### src/rtl/bcd_pkg.sv
// Shared definitions for the binary-to-BCD display converter.
// FSM encoding and the BCD range constants.
package bcd_pkg;

    typedef enum logic [1:0] {
        IDLE  = 2'd0,
        SHIFT = 2'd1,
        DONE  = 2'd2
    } bcd_state_e;

    localparam int          BCD_DIGITS   = 8;
    localparam logic [31:0] BCD_MAX      = 32'd99_999_999;
    localparam logic [31:0] BCD_ERR_WORD = 32'hEEEE_EEEE;

endpackage

### src/rtl/bcd_digit_adj.sv
// Double-dabble digit cell: a BCD digit of 5 or more gets +3
// so that the following left shift carries into the next digit.
module bcd_digit_adj (
    input  logic [3:0] d,
    output logic [3:0] q
);

    assign q = (d >= 4'd5) ? d + 4'd3 : d;

endmodule

### src/rtl/bin2bcd_disp.sv
// Iterative binary to 8-digit packed BCD converter, one bit per clock.
// The display word only changes when a conversion completes.
module bin2bcd_disp
    import bcd_pkg::*;
#(
    parameter int BIN_W = 27
) (
    input  logic             clk,
    input  logic             reset,
    input  logic             start,
    input  logic [BIN_W-1:0] bin,
    output logic             busy,
    output logic             done,
    output logic             ovf,
    output logic [31:0]      data,
    output logic             disp_en
);

    localparam int CNT_W = $clog2(BIN_W + 1);

    bcd_state_e       state;
    bcd_state_e       state_nxt;
    logic [31:0]      scratch;
    logic [31:0]      scratch_adj;
    logic [BIN_W-1:0] binreg;
    logic [CNT_W-1:0] cnt;
    logic             ovf_flag;
    logic             accept;

    assign accept = (state == IDLE) && start;

    // The done cycle still counts as busy so the result is never
    // seen with busy already low.
    assign busy = (state != IDLE) || done;

    for (genvar g = 0; g < BCD_DIGITS; g++) begin : g_adj
        bcd_digit_adj u_adj (
            .d (scratch[4*g +: 4]),
            .q (scratch_adj[4*g +: 4])
        );
    end

    always_ff @(posedge clk or posedge reset) begin
        if (reset) begin
            state <= IDLE;
        end else begin
            state <= state_nxt;
        end
    end

    always_comb begin
        state_nxt = state;
        unique case (state)
            IDLE:    if (start) state_nxt = SHIFT;
            SHIFT:   if (cnt == CNT_W'(1)) state_nxt = DONE;
            DONE:    state_nxt = IDLE;
            default: state_nxt = IDLE;
        endcase
    end

    always_ff @(posedge clk or posedge reset) begin
        if (reset) begin
            scratch  <= '0;
            binreg   <= '0;
            cnt      <= '0;
            ovf_flag <= 1'b0;
        end else if (accept) begin
            scratch  <= '0;
            binreg   <= bin;
            cnt      <= CNT_W'(BIN_W);
            ovf_flag <= (32'(bin) > BCD_MAX);
        end else if (state == SHIFT) begin
            // Carry out of digit 7 is dropped; legal inputs never make one.
            scratch <= {scratch_adj[30:0], binreg[BIN_W-1]};
            binreg  <= binreg << 1;
            cnt     <= cnt - CNT_W'(1);
        end
    end

    always_ff @(posedge clk or posedge reset) begin
        if (reset) begin
            data    <= '0;
            ovf     <= 1'b0;
            disp_en <= 1'b0;
            done    <= 1'b0;
        end else begin
            done <= (state == DONE);
            if (state == DONE) begin
                data    <= ovf_flag ? BCD_ERR_WORD : scratch;
                ovf     <= ovf_flag;
                disp_en <= 1'b1;
            end
        end
    end

endmodule

### config.mk
export PLATFORM = sky130hd
export DESIGN_NAME = bin2bcd_disp
export DESIGN_NICKNAME = d
export VERILOG_FILES = /design/src/rtl/bcd_pkg.sv /design/src/rtl/bcd_digit_adj.sv /design/src/rtl/bin2bcd_disp.sv
export SDC_FILE = /design/constraint.sdc
export NUM_CORES = 1
export LEC_CHECK = 0
export CAP_MARGIN = 20
export CORE_MARGIN = 2
export CORE_UTILIZATION = 63
export DETAILED_ROUTE_END_ITERATION = 12
export DONT_BUFFER_PORTS = 1
export GPL_TIMING_DRIVEN = 0
export PLACE_DENSITY = 0.8
export SLEW_MARGIN = 20
export SYNTH_ARGS = -nofsm -noshare
export SYNTH_HDL_FRONTEND = slang
export SYNTH_SLANG_ARGS = --single-unit
### constraint.sdc
create_clock -name clk -period 4.2 [get_ports clk]
set_clock_uncertainty 0.2 [all_clocks]
set_input_delay 0.21 -clock clk [delete_from_list [all_inputs] [get_ports clk]]
set_output_delay 0.21 -clock clk [all_outputs]
set_load 0.02 [all_outputs]
==> results of run 1 <==
## cells by family after synthesis
group / count (synthesis)
AND/OR/NAND/NOR: 178
AO/OA/AOI/OAI: 126
flip-flops: 102
buffers and inverters: 52
adder cells (fa/ha/maj): 18
XOR/XNOR: 11
multiplexers: 9
## worst min-delay path by stage
stage	from	endpoint	cells past startpoint
finish	bin[25]	ovf_flag	2
global route	bin[25]	ovf_flag	2
CTS	bin[25]	ovf_flag	2
detailed placement	reset	data[0]	1
global placement	bin[0]	binreg[0]	2
floorplan	bin[0]	binreg[0]	2
## final cells by class
type                       count  share of cell area [%]
buffer                        31                    2.58
clock buffer                  12                    2.86
clock inverter                 4                   0.992
inverter                      21                    1.55
multi-input combinational    342                    37.0
sequential                   102                    47.1
tap                           99                    2.28
timing repair buffer          29                    5.67
## Yosys cell counts, drive strengths merged, types with 2 or more instances
master	instances
inv	21
mux2	8
nand2	92
ha	18
nor2	27
o31ai	18
a21oi	16
or4	2
a22oi	25
buf	14
nor3b	7
xnor2	10
dfrtp	102
a32o	7
nand2b	11
clkbuf	17
o21ai	58
nor4	2
nand3	29
and3	2
## metal layers
layer  vias up  wire (um)  GRT usage, %
met4         0        276          11.4
met2       153       5440          46.6
met3        20        708          4.90
met1      1882       4480          35.2
met5         -          0             0
li1       1799          -             -
## worst reg2reg max path, cell delays in order (launching register included)
cell	delay (ns)
dfrtp_1	0.41
inv_1	0.10
ha_1	0.20
nand2b_1	0.15
a21oi_1	0.26
mux2_2	0.37
o21ai_0	0.19
## metrics by stage
stage / cell area, um^2 / util (%) / power, W / hold WS (ns) / setup slack [ns]
4_1_cts: 5420 / 74.4 / 0.00408 / 0.00685 / 2.26
2_1_floorplan: 4780 / - / 0.00302 / 0.115 / 1.11
6_report: 5420 / 74.4 / 0.00409 / 0.0162 / 2.24
3_5_place_dp: 4930 / 67.7 / 0.00342 / -0.134 / 2.32
3_3_place_gp: 4900 / 67.2 / 0.00331 / 0.120 / 0.0912
5_1_grt: 5420 / 74.4 / 0.00440 / 0.00715 / 2.14
## power by group
part | internal, W | switching (W) | total [W]
clock network | 0.000311 | 0.000341 | 0.000652
registers | 0.00141 | 0.000513 | 0.00192
logic | 0.000659 | 0.000858 | 0.00152
## flip-flops by register name (all words and copies together), names as in the netlist
register and flops:
binreg 27, cnt 5, data 32, disp_en 1
done 1, ovf 1, ovf_flag 1, scratch 32
state 2
==> implementation parameters, run 1 <==
Parameter                              Value

Yosys
  Top area cells in the synthesized netlist    dfrtp_1 53%, nand2_1 7.2%, o21ai_0 6.1%, ha_1 4.7%, a22oi_1 3.9%
  Post-synth net total    544
  Yosys warns    0
  Largest family of logic cells by synthesized area    simple AND/OR/NAND/NOR gates
  Part of the Yosys area used for sequential elements    53.4%
  Synth Area in Compound Gates    16.4%
  Number of synthesized flops with an enable pin    0
  Flops & latches, synth    approximately 100
  Primary flip-flop cell chosen by synthesis mapping    dfrtp_1
  Share of synthesized cell area in and, or, nand and nor gates    16.8%
  Count of cell types in the netlist    33
  Fraction of synthesis flops using an asynchronous set or reset pin    100%
  Multiplexer share of the synthesized area    2.09%
  Proportion of netlist area held by the largest area contributor    53.4%
  Post-Synth Adder-Cell Area    under 10%
  Cell taking the most area after synthesis    dfrtp_1
  Post-synthesis share of cell area spent on xor and xnor gates    2.02%
  Gate count after technology mapping    496
  Avg Inst Size Synth    9.63 um^2
  Syn Std Cell Area    0.00478 mm^2

Timing
  Relative max-transition margin    58.1%
  Hold violation count in the final report    0
  Final clock period utilization by the worst path    46.6%
  Final setup violation count    0
  Final max-slew violation count    0
  Post-route minimum period    1.96 ns
  Transition time at the pin with the least slew margin    0.629 ns
  Maximum clock rate    511 MHz
  RSZ-0062 raised after global routing    no
  Total negative setup slack    0 ns

Layout
  Diode count    0
  Layout net count    584
  Most frequent cells in the layout    102 x dfrtp_1, 92 x nand2_1, 58 x o21ai_0, 29 x nand3_1, 28 x dlygate4sd3_1
  Most frequent standard cell in the layout excluding fill and tap cells    dfrtp_1
  Multi-input gate area in the final layout    0.00201 mm^2
  Area added between synthesis and finish    13.5%
  Number of standard cells in the layout, taps in and fillers out    640
  Fill cells    544
  Layout cells sized above 1    7.58%
  Flip-flop and latch area    0.00255 mm^2

Worst setup path
  Register-to-register path setup slack    between 2 and 2.5 ns
  Arrival time of data at the critical path endpoint    slightly above 2 ns
  Top fanout value on the critical path    4
  Type of element capturing the critical path    flip-flop
  Launch point of the worst reg-to-reg path    scratch[17]
  Worst reg2reg endpoint    scratch[18]
  Cell chain of the critical path    inv_1 > ha_1 > nand2b_1 > a21oi_1 > mux2_2 > o21ai_0
  Depth of the worst register-to-register path    6
  CP max stage cell    dfrtp_1
  Critical Path Stages    6
  Crit. Startpoint    scratch[17]
  WP buf/inv    1
  Startpoint kind of the worst setup timing path    flip-flop
  Endpoint of the most critical setup path    scratch[18]
  Kind of cell adding the most delay to the critical path    compound AO/OA/AOI/OAI gates
  Required time reported for the critical path endpoint    4.27 ns
  Class of the most critical setup path    flip-flop to flip-flop
  Largest incremental delay on the critical path    0.41 ns

Clock tree
  Num CTS Buffers    9
  Quantity of gates resized following cts    0
  Sink Count    102
  CTS tree    done
  CTS Buffer Depth    2
  Hold-fix buffers at CTS    28
  Total number of H-tree levels    3
  Clock transition at the registers of the reported paths    approximately 0.090 ns
  Clock latency reported for the late side of the worst-skew pair    around 0.36 ns
  Count of buffers added by post-CTS timing repair for setup    0
  Cell at the root of the clock tree    clkbuf_8

Floorplan
  Core area    0.00729 mm^2
  Die Width    91.1 um
  Die outline height    91.1 um
  Num ports    66
  Initial cell density of the core    around two thirds
  Total die area    around 0.0083 mm^2
  Standard-cell row count    31

Worst hold path
  Hold Crit Class    input pin to flip-flop

Global route
  Remaining global-route overflow    0
  Global-route wire length before repair    18100 um
  Number of global-route vias before repair    3767
  Initial antenna violation count    0
  Global router's overall resource usage    27.6%
  Pin count of the biggest net entering global routing    71

Routing
  DRT iter0 DRCs    272
  Total length of routed wires    10900 um
  First-pass detailed-route iteration total    5
  DR DRC count    0
  Via/cell ratio    about 6
  Via Count    around 3900
  Antenna viol nets, final    0
  Average wire per cell in the routed design    17.0 um

Placed design
  Input/output buffers    0
  Placed Instances    about 600
  Detail Placement HPWL    between 7000 and 8000 um
  Final weighted congestion of routability-driven global placement    between 0.8 and 0.9

Power
  Ratio of total power to cell area    around 750 mW/mm^2
  Leakage dissipation    between 2 and 2.5 nW
  Peak VDD IR    372 uV

Outcome
  Outcome    complete, no violations

Job
  Max-cap violations    0
Power figures use the tool's default switching activity.
==> run 2: changes to the inputs <==
Clock period 4.2 ns to 1.8 ns, I/O delays scaled along.
==> run 2 against run 1 <==
The flow now finishes with violations (setup timing). Die area unchanged. Via count up 4.6%. Combinational power rose to 2.9 times the previous value. Sequential power up 140%. Clock power up 140%. Critical path depth down 1. Worst hold slack better by 0.033 ns. Global-route usage up 1.9 points.
==> implementation parameters, run 2 (synthesis results as in run 1) <==
Parameter                              Value

Layout
  Most frequent standard cell in the layout excluding fill and tap cells    dfrtp_1 (unchanged)
  Area added between synthesis and finish    21.1% (was 13.5%)
  Core utilization of the finished layout    79.3% (was 74.4%)
  Diode count    0 (unchanged)
  Layout net count    607 (was 584)
  Most frequent cells in the layout    99 x dfrtp_1, 91 x nand2_1, 55 x o21ai_0, 30 x dlygate4sd3_1, 29 x nand3_1 (was 102 x dfrtp_1, 92 x nand2_1, 58 x o21ai_0, 29 x nand3_1, 28 x dlygate4sd3_1)
  Layout cells sized above 1    18.4% (was 7.58%)
  Largest registers    data: 32 flops, scratch: 32 flops, binreg: 27 flops (unchanged)

Timing
  Final setup violation count    1 (was 0)
  Transition time at the pin with the least slew margin    0.684 ns (was 0.629 ns)
  Post-route minimum period    1.80 ns (was 1.96 ns)
  Final max-slew violation count    0 (unchanged)
  Post-layout worst setup margin    -0.00331 ns (was 2.24 ns)
  Total negative setup slack    -0.00331 ns (was 0 ns)
  Hold violation count in the final report    0 (unchanged)
  Final hold slack    0.0488 ns (was 0.0162 ns)
  Relative max-transition margin    54.2% (was 58.1%)
  Final clock period utilization by the worst path    100% (was 46.6%)
  Maximum clock rate    555 MHz (was 511 MHz)

Worst setup path
  Top fanout value on the critical path    4 (unchanged)
  Required time reported for the critical path endpoint    1.87 ns (was 4.27 ns)
  Class of the most critical setup path    flip-flop to flip-flop (unchanged)
  Arrival time of data at the critical path endpoint    1.87 ns (was 2.03 ns)
  CP max stage cell    dfrtp_1 (unchanged)
  Startpoint kind of the worst setup timing path    flip-flop (unchanged)
  Worst reg2reg endpoint    scratch[18] (unchanged)
  Largest incremental delay on the critical path    0.44 ns (was 0.41 ns)
  Depth of the worst register-to-register path    5 (was 6)
  Type of element capturing the critical path    flip-flop (unchanged)
  Launch point of the worst reg-to-reg path    scratch[16] (was scratch[17])
  Register-to-register path setup slack    -0.003 ns (was 2.24 ns)
  Cell chain of the critical path    ha_1 > nand2b_1 > a21oi_2 > mux2_2 > o21ai_0 (was inv_1 > ha_1 > nand2b_1 > a21oi_1 > mux2_2 > o21ai_0)

Power
  Share of total power in combinational logic    41.5% (was 37.1%)
  Switching power total    0.00440 W (was 0.00171 W)
  Leakage dissipation    2.61 nW (was 2.46 nW)
  Peak VDD IR    875 uV (was 372 uV)
  Internal power component    0.00608 W (was 0.00238 W)
  Seq pwr share    43.4% (was 47.0%)
  Clock share of power    15.1% (was 15.9%)
  Ratio of total power to cell area    1810 mW/mm^2 (was 754 mW/mm^2)
  Switching portion of total power    42.0% (was 41.9%)

Clock tree
  Clock transition at the registers of the reported paths    0.10 ns (was 0.09 ns)
  Clock latency reported for the late side of the worst-skew pair    0.36 ns (about the same)
  Num CTS Buffers    9 (unchanged)
  CTS tree    done (unchanged)
  Cell at the root of the clock tree    clkbuf_8 (unchanged)
  Total number of H-tree levels    3 (unchanged)
  CTS Buffer Depth    2 (unchanged)
  Sink Count    102 (unchanged)

Routing
  Total length of routed wires    12300 um (was 10900 um)
  Via/cell ratio    6.08 (was 6.02)
  First-pass detailed-route iteration total    5 (unchanged)
  Uppermost layer routed    met4 (unchanged)
  Antenna viol nets, final    0 (unchanged)
  Routed met3 length    865 um (was 708 um)
  DRT iter0 DRCs    315 (was 272)
  Average wire per cell in the routed design    18.6 um (was 17.0 um)
  WL met1    4900 um (was 4480 um)
  Met2 wire length    6300 um (was 5440 um)
  Via Count    4033 (was 3854)
  DR DRC count    0 (unchanged)

Floorplan
  Standard-cell row count    31 (unchanged)
  Core area    0.00729 mm^2 (unchanged)
  Initial cell density of the core    65.5% (unchanged)
  Num ports    66 (unchanged)
  Die outline height    91.1 um (unchanged)
  Total die area    0.00830 mm^2 (unchanged)
  Die Width    91.1 um (unchanged)

Placed design
  Detail Placement HPWL    7550 um (was 7320 um)
  Final weighted congestion of routability-driven global placement    0.873 (was 0.866)
  Input/output buffers    0 (unchanged)
  Post-Place Setup Slack    -0.0964 ns (was 2.32 ns)

Global route
  Global router's overall resource usage    29.4% (was 27.6%)
  Initial antenna violation count    0 (unchanged)
  Pin count of the biggest net entering global routing    36 (was 71)
  Number of global-route vias before repair    3957 (was 3767)
  Global-route wire length before repair    19500 um (was 18100 um)
  Remaining global-route overflow    0 (unchanged)

Outcome
  Violated checks    setup timing
  Outcome    finished, violations left (was complete, no violations)

Job
  Max-cap violations    0 (unchanged)

Worst hold path
  Hold Crit Class    input pin to async pin (was input pin to flip-flop)
==> run 2: cell count changes in the layout (fill, tap and decap cells not counted), sizes merged <==
cell,delta
clkbuf,-1
dlygate4sd3,+2
buf,+21
inv,-2
bufinv,+1
clkinvlp,+1
clkinv,+1
==> run 2: final cells by class <==
type                            instances  area [um^2]
Buffer                                 31          173
Clock buffer                           11          131
Clock inverter                          5         83.8
Fill cell                             501         1510
Inverter                               21         82.6
Multi-Input combinational cell        342         2120
Sequential cell                       102         2560
Tap cell                               99          124
Timing Repair Buffer                   52          510
==> run 2: per-stage QoR <==
step | instance area, um^2 | power (W) | cells
2_1_floorplan | 4780 | 0.00704 | 496
3_3_place_gp | 4910 | 0.00772 | 595
6_report | 5780 | 0.0105 | 663
5_1_grt | 5780 | 0.0111 | 663
3_5_place_dp | 4970 | 0.00800 | 598
4_1_cts | 5560 | 0.00981 | 648
==> run 2: worst max-delay path by stage <==
stage / from / end / slack (ns)
CTS: state[1] / cnt[1] / 0.001
detailed placement: state[0] / scratch[19] / -0.1
global placement: reset / data[9] / -0.20
global route: scratch[29] / scratch[30] / -0.04
finish: scratch[16] / scratch[18] / -0.003
floorplan: scratch[20] / scratch[22] / 0.08
==> run 2: worst max-delay path, delay by kind of cell, from the launching register on <==
kind                       cells  cell delay, ns
muxes                          1            0.35
AOI/OAI and AO/OA              2            0.34
and+or+nand+nor                1            0.17
adders and majority gates      1            0.22
DFF                            1            0.44
==> run 2: layer usage <==
metal,GRT usage [%],vias to the layer above
met5,0,-
met4,8.84,0
met3,5.81,27
met2,51.2,175
met1,37.3,1986
li1,-,1845
==> run 2: timing repair <==
action                                 CTS  global route
buffers inserted                         4            15
gates resized for setup                 16            55
hold buffers                            30             0
pin swaps                                4             9
endpoints found under the hold margin  130             0
setup endpoints to repair               16            74
==> run 2: power by group through the flow <==
stage	logic (W)	registers [W]	clock network [W]
detailed placement	0.00349	0.00451	0
floorplan	0.00277	0.00427	0
CTS	0.00373	0.00449	0.00158
global placement	0.00327	0.00445	0
global route	0.00480	0.00466	0.00169
finish	0.00434	0.00455	0.00158
==> run 3: changes to the inputs <==
Clock period 1.8 ns to 1.67 ns, I/O delays scaled along.
==> run 3 against run 2 <==
The run ends with hold timing, setup timing left. Utilization rose by 5.9 points. Routed wire length up 13%. Fmax up 1.4%. Clock power increased by 11%. Setup slack worse by 0.11 ns. Cell area rose by 7.5%. First-iteration DRC count is 31% higher. Critical path depth up 1. Sequential share of layout area down 3.1 points. Combinational power is 39% higher. Die area is the same. Largest power group is now combinational cells.
==> implementation parameters, run 3 (synthesis results as in run 1) <==
Parameter                              Value

Worst setup path
  Startpoint kind of the worst setup timing path    flip-flop (unchanged)
  Required time reported for the critical path endpoint    1.76 ns (was 1.87 ns)
  Kind of cell adding the most delay to the critical path    simple AND/OR/NAND/NOR gates (was flip-flops)
  WP buf/inv    1 (was 0)
  Class of the most critical setup path    flip-flop to flip-flop (unchanged)
  Top fanout value on the critical path    4 (unchanged)
  CP max stage cell    dfrtp_1 (unchanged)
  Type of element capturing the critical path    flip-flop (unchanged)
  Largest incremental delay on the critical path    0.44 ns (about the same)
  Arrival time of data at the critical path endpoint    1.87 ns (about the same)
  Cell chain of the critical path    inv_2 > ha_4 > nand2b_4 > nor3b_1 > a21oi_1 > o21ai_2 (was ha_1 > nand2b_1 > a21oi_2 > mux2_2 > o21ai_0)

Power
  Peak VDD IR    1160 uV (was 875 uV)
  Leakage dissipation    2.78 nW (was 2.61 nW)
  Ratio of total power to cell area    2060 mW/mm^2 (was 1810 mW/mm^2)
  Final Power    0.0128 W (was 0.0105 W)

Floorplan
  Total die area    0.00830 mm^2 (unchanged)
  Standard-cell row count    31 (unchanged)
  Initial cell density of the core    65.5% (unchanged)
  Num ports    66 (unchanged)
  Die outline height    91.1 um (unchanged)
  Core area    0.00729 mm^2 (unchanged)
  Die Width    91.1 um (unchanged)

Layout
  Final design instance area without fill    0.00622 mm^2 (was 0.00578 mm^2)
  Area added between synthesis and finish    30.1% (was 21.1%)
  Fill cells    384 (was 501)
  Largest registers    data: 32 flops, scratch: 32 flops, binreg: 27 flops (unchanged)
  Most frequent cells in the layout    98 x dfrtp_1, 90 x nand2_1, 44 x o21ai_0, 36 x buf_4, 29 x dlygate4sd3_1 (was 99 x dfrtp_1, 91 x nand2_1, 55 x o21ai_0, 30 x dlygate4sd3_1, 29 x nand3_1)
  Core utilization of the finished layout    85.3% (was 79.3%)
  Layout cells sized above 1    27.8% (was 18.4%)
  Most frequent standard cell in the layout excluding fill and tap cells    dfrtp_1 (unchanged)
  Flip-flop and latch area    0.00256 mm^2 (about the same)
  Layout net count    618 (was 607)
  Multi-input gate area in the final layout    0.00240 mm^2 (was 0.00212 mm^2)
  Diode count    0 (unchanged)

Routing
  Average wire per cell in the routed design    20.7 um (was 18.6 um)
  Via/cell ratio    6.44 (was 6.08)
  DR DRC count    0 (unchanged)
  DRT iter0 DRCs    413 (was 315)
  Antenna viol nets, final    0 (unchanged)
  Via Count    4338 (was 4033)
  First-pass detailed-route iteration total    6 (was 5)
  Total length of routed wires    13900 um (was 12300 um)

Clock tree
  Cell at the root of the clock tree    clkbuf_8 (unchanged)
  Total number of H-tree levels    3 (unchanged)
  CTS Buffer Depth    2 (unchanged)
  CTS tree    done (unchanged)
  Num CTS Buffers    9 (unchanged)
  Clock latency reported for the late side of the worst-skew pair    0.37 ns (was 0.36 ns)
  Clock transition at the registers of the reported paths    0.10 ns (about the same)
  Sink Count    102 (unchanged)

Timing
  Final hold slack    -0.00696 ns (was 0.0488 ns)
  Relative max-transition margin    58.6% (was 54.2%)
  Transition time at the pin with the least slew margin    0.619 ns (was 0.684 ns)
  Final clock period utilization by the worst path    107% (was 100%)
  Final setup violation count    18 (was 1)
  Final max-slew violation count    0 (unchanged)
  Post-route minimum period    1.78 ns (was 1.80 ns)
  RSZ-0062 raised after global routing    yes
  Post-layout worst setup margin    -0.109 ns (was -0.00331 ns)
  Maximum clock rate    562 MHz (was 555 MHz)
  Hold violation count in the final report    1 (was 0)

Global route
  Initial antenna violation count    0 (unchanged)
  Pin count of the biggest net entering global routing    32 (was 36)
  Number of global-route vias before repair    4085 (was 3957)
  Global-route wire length before repair    20200 um (was 19500 um)
  Remaining global-route overflow    0 (unchanged)
  Global router's overall resource usage    30.4% (was 29.4%)

Placed design
  Detail Placement HPWL    7650 um (was 7550 um)
  Final weighted congestion of routability-driven global placement    0.871 (was 0.873)
  Post-Place Cell Area    0.00500 mm^2 (was 0.00497 mm^2)
  Input/output buffers    0 (unchanged)
  Post-Place Setup Slack    -0.199 ns (was -0.0964 ns)

Worst hold path
  Hold Crit Class    input pin to flip-flop (was input pin to async pin)

Job
  Max-cap violations    0 (unchanged)

Outcome
  Outcome    finished, violations left (unchanged)
  Violated checks    hold timing, setup timing (was setup timing)
==> run 3: cell types whose count changed in the layout (fill, tap and decap cells not counted), moves of 6 or more <==
cell	before	now
buf_4	22	36
o21ai_0	55	44
a21oi_2	8	1
a21oi_4	0	7
a22oi_1	24	17
a22oi_2	1	8
clkbuf_1	11	4
mux2_2	8	1
mux2_4	0	7
o21ai_2	0	7
ha_1	11	5
ha_4	2	8
==> run 3: power by group <==
group	switching, W	total, W	internal [W]
Sequential	0.00148	0.00502	0.00354
Clock	0.000867	0.00175	0.000886
Combinational	0.00311	0.00602	0.00291
==> run 3: worst paths after layout <==
path / from / end / slack (ns) / cells after the start
worst max-delay path: scratch[13] / scratch[16] / -0.11 / 6
worst min-delay path: bin[8] / ovf_flag / -0.007 / 4
worst max register to register: scratch[13] / scratch[16] / -0.11 / 6
worst min register to register: binreg[20] / binreg[20] / 0.29 / 2
max in group asynchronous: reset / scratch[16] / 0.49 / 4
min in group asynchronous: reset / binreg[19] / 0.06 / 2
==> run 3: worst min-delay path, delay by kind of cell <==
family	cells	cell delay (ns)
AOI/OAI and AO/OA	2	0.31
and+or+nand+nor	2	0.13
==> run 3: metal layers <==
layer	up-vias	GRT usage [%]	share of wire (%)
met5	-	0	0
met4	0	11.1	3.3
met3	49	4.81	7.7
met2	266	52.7	51
met1	2148	38.8	38
li1	1875	-	-
==> run 3: layout make-up <==
class                   instances  area share (%)
flip-flops and latches        102            41.1
clock inverters                 5            1.33
plain buffers                  30            3.42
clock buffers                  11            2.27
well taps                      99            1.99
multi-input cells             342            38.6
repair buffers                 64            9.88
inverters                      21            1.33
==> run 3: metrics by stage <==
stage / std cells / TNS (ns)
floorplan: 496 / 0
global placement: 595 / -35.95
detailed placement: 598 / -4.79
CTS: 658 / -0.333
global route: 674 / -1.79
finish: 674 / -0.465
==> run 3: what timing repair did <==
item	4_1_cts	5_1_grt
hold buffers	29	0
pin swaps	9	14
buffers inserted	16	16
cloned	0	0
hold endpoints to repair	108	0
endpoints found under the setup margin	66	92
gates resized for setup	57	100
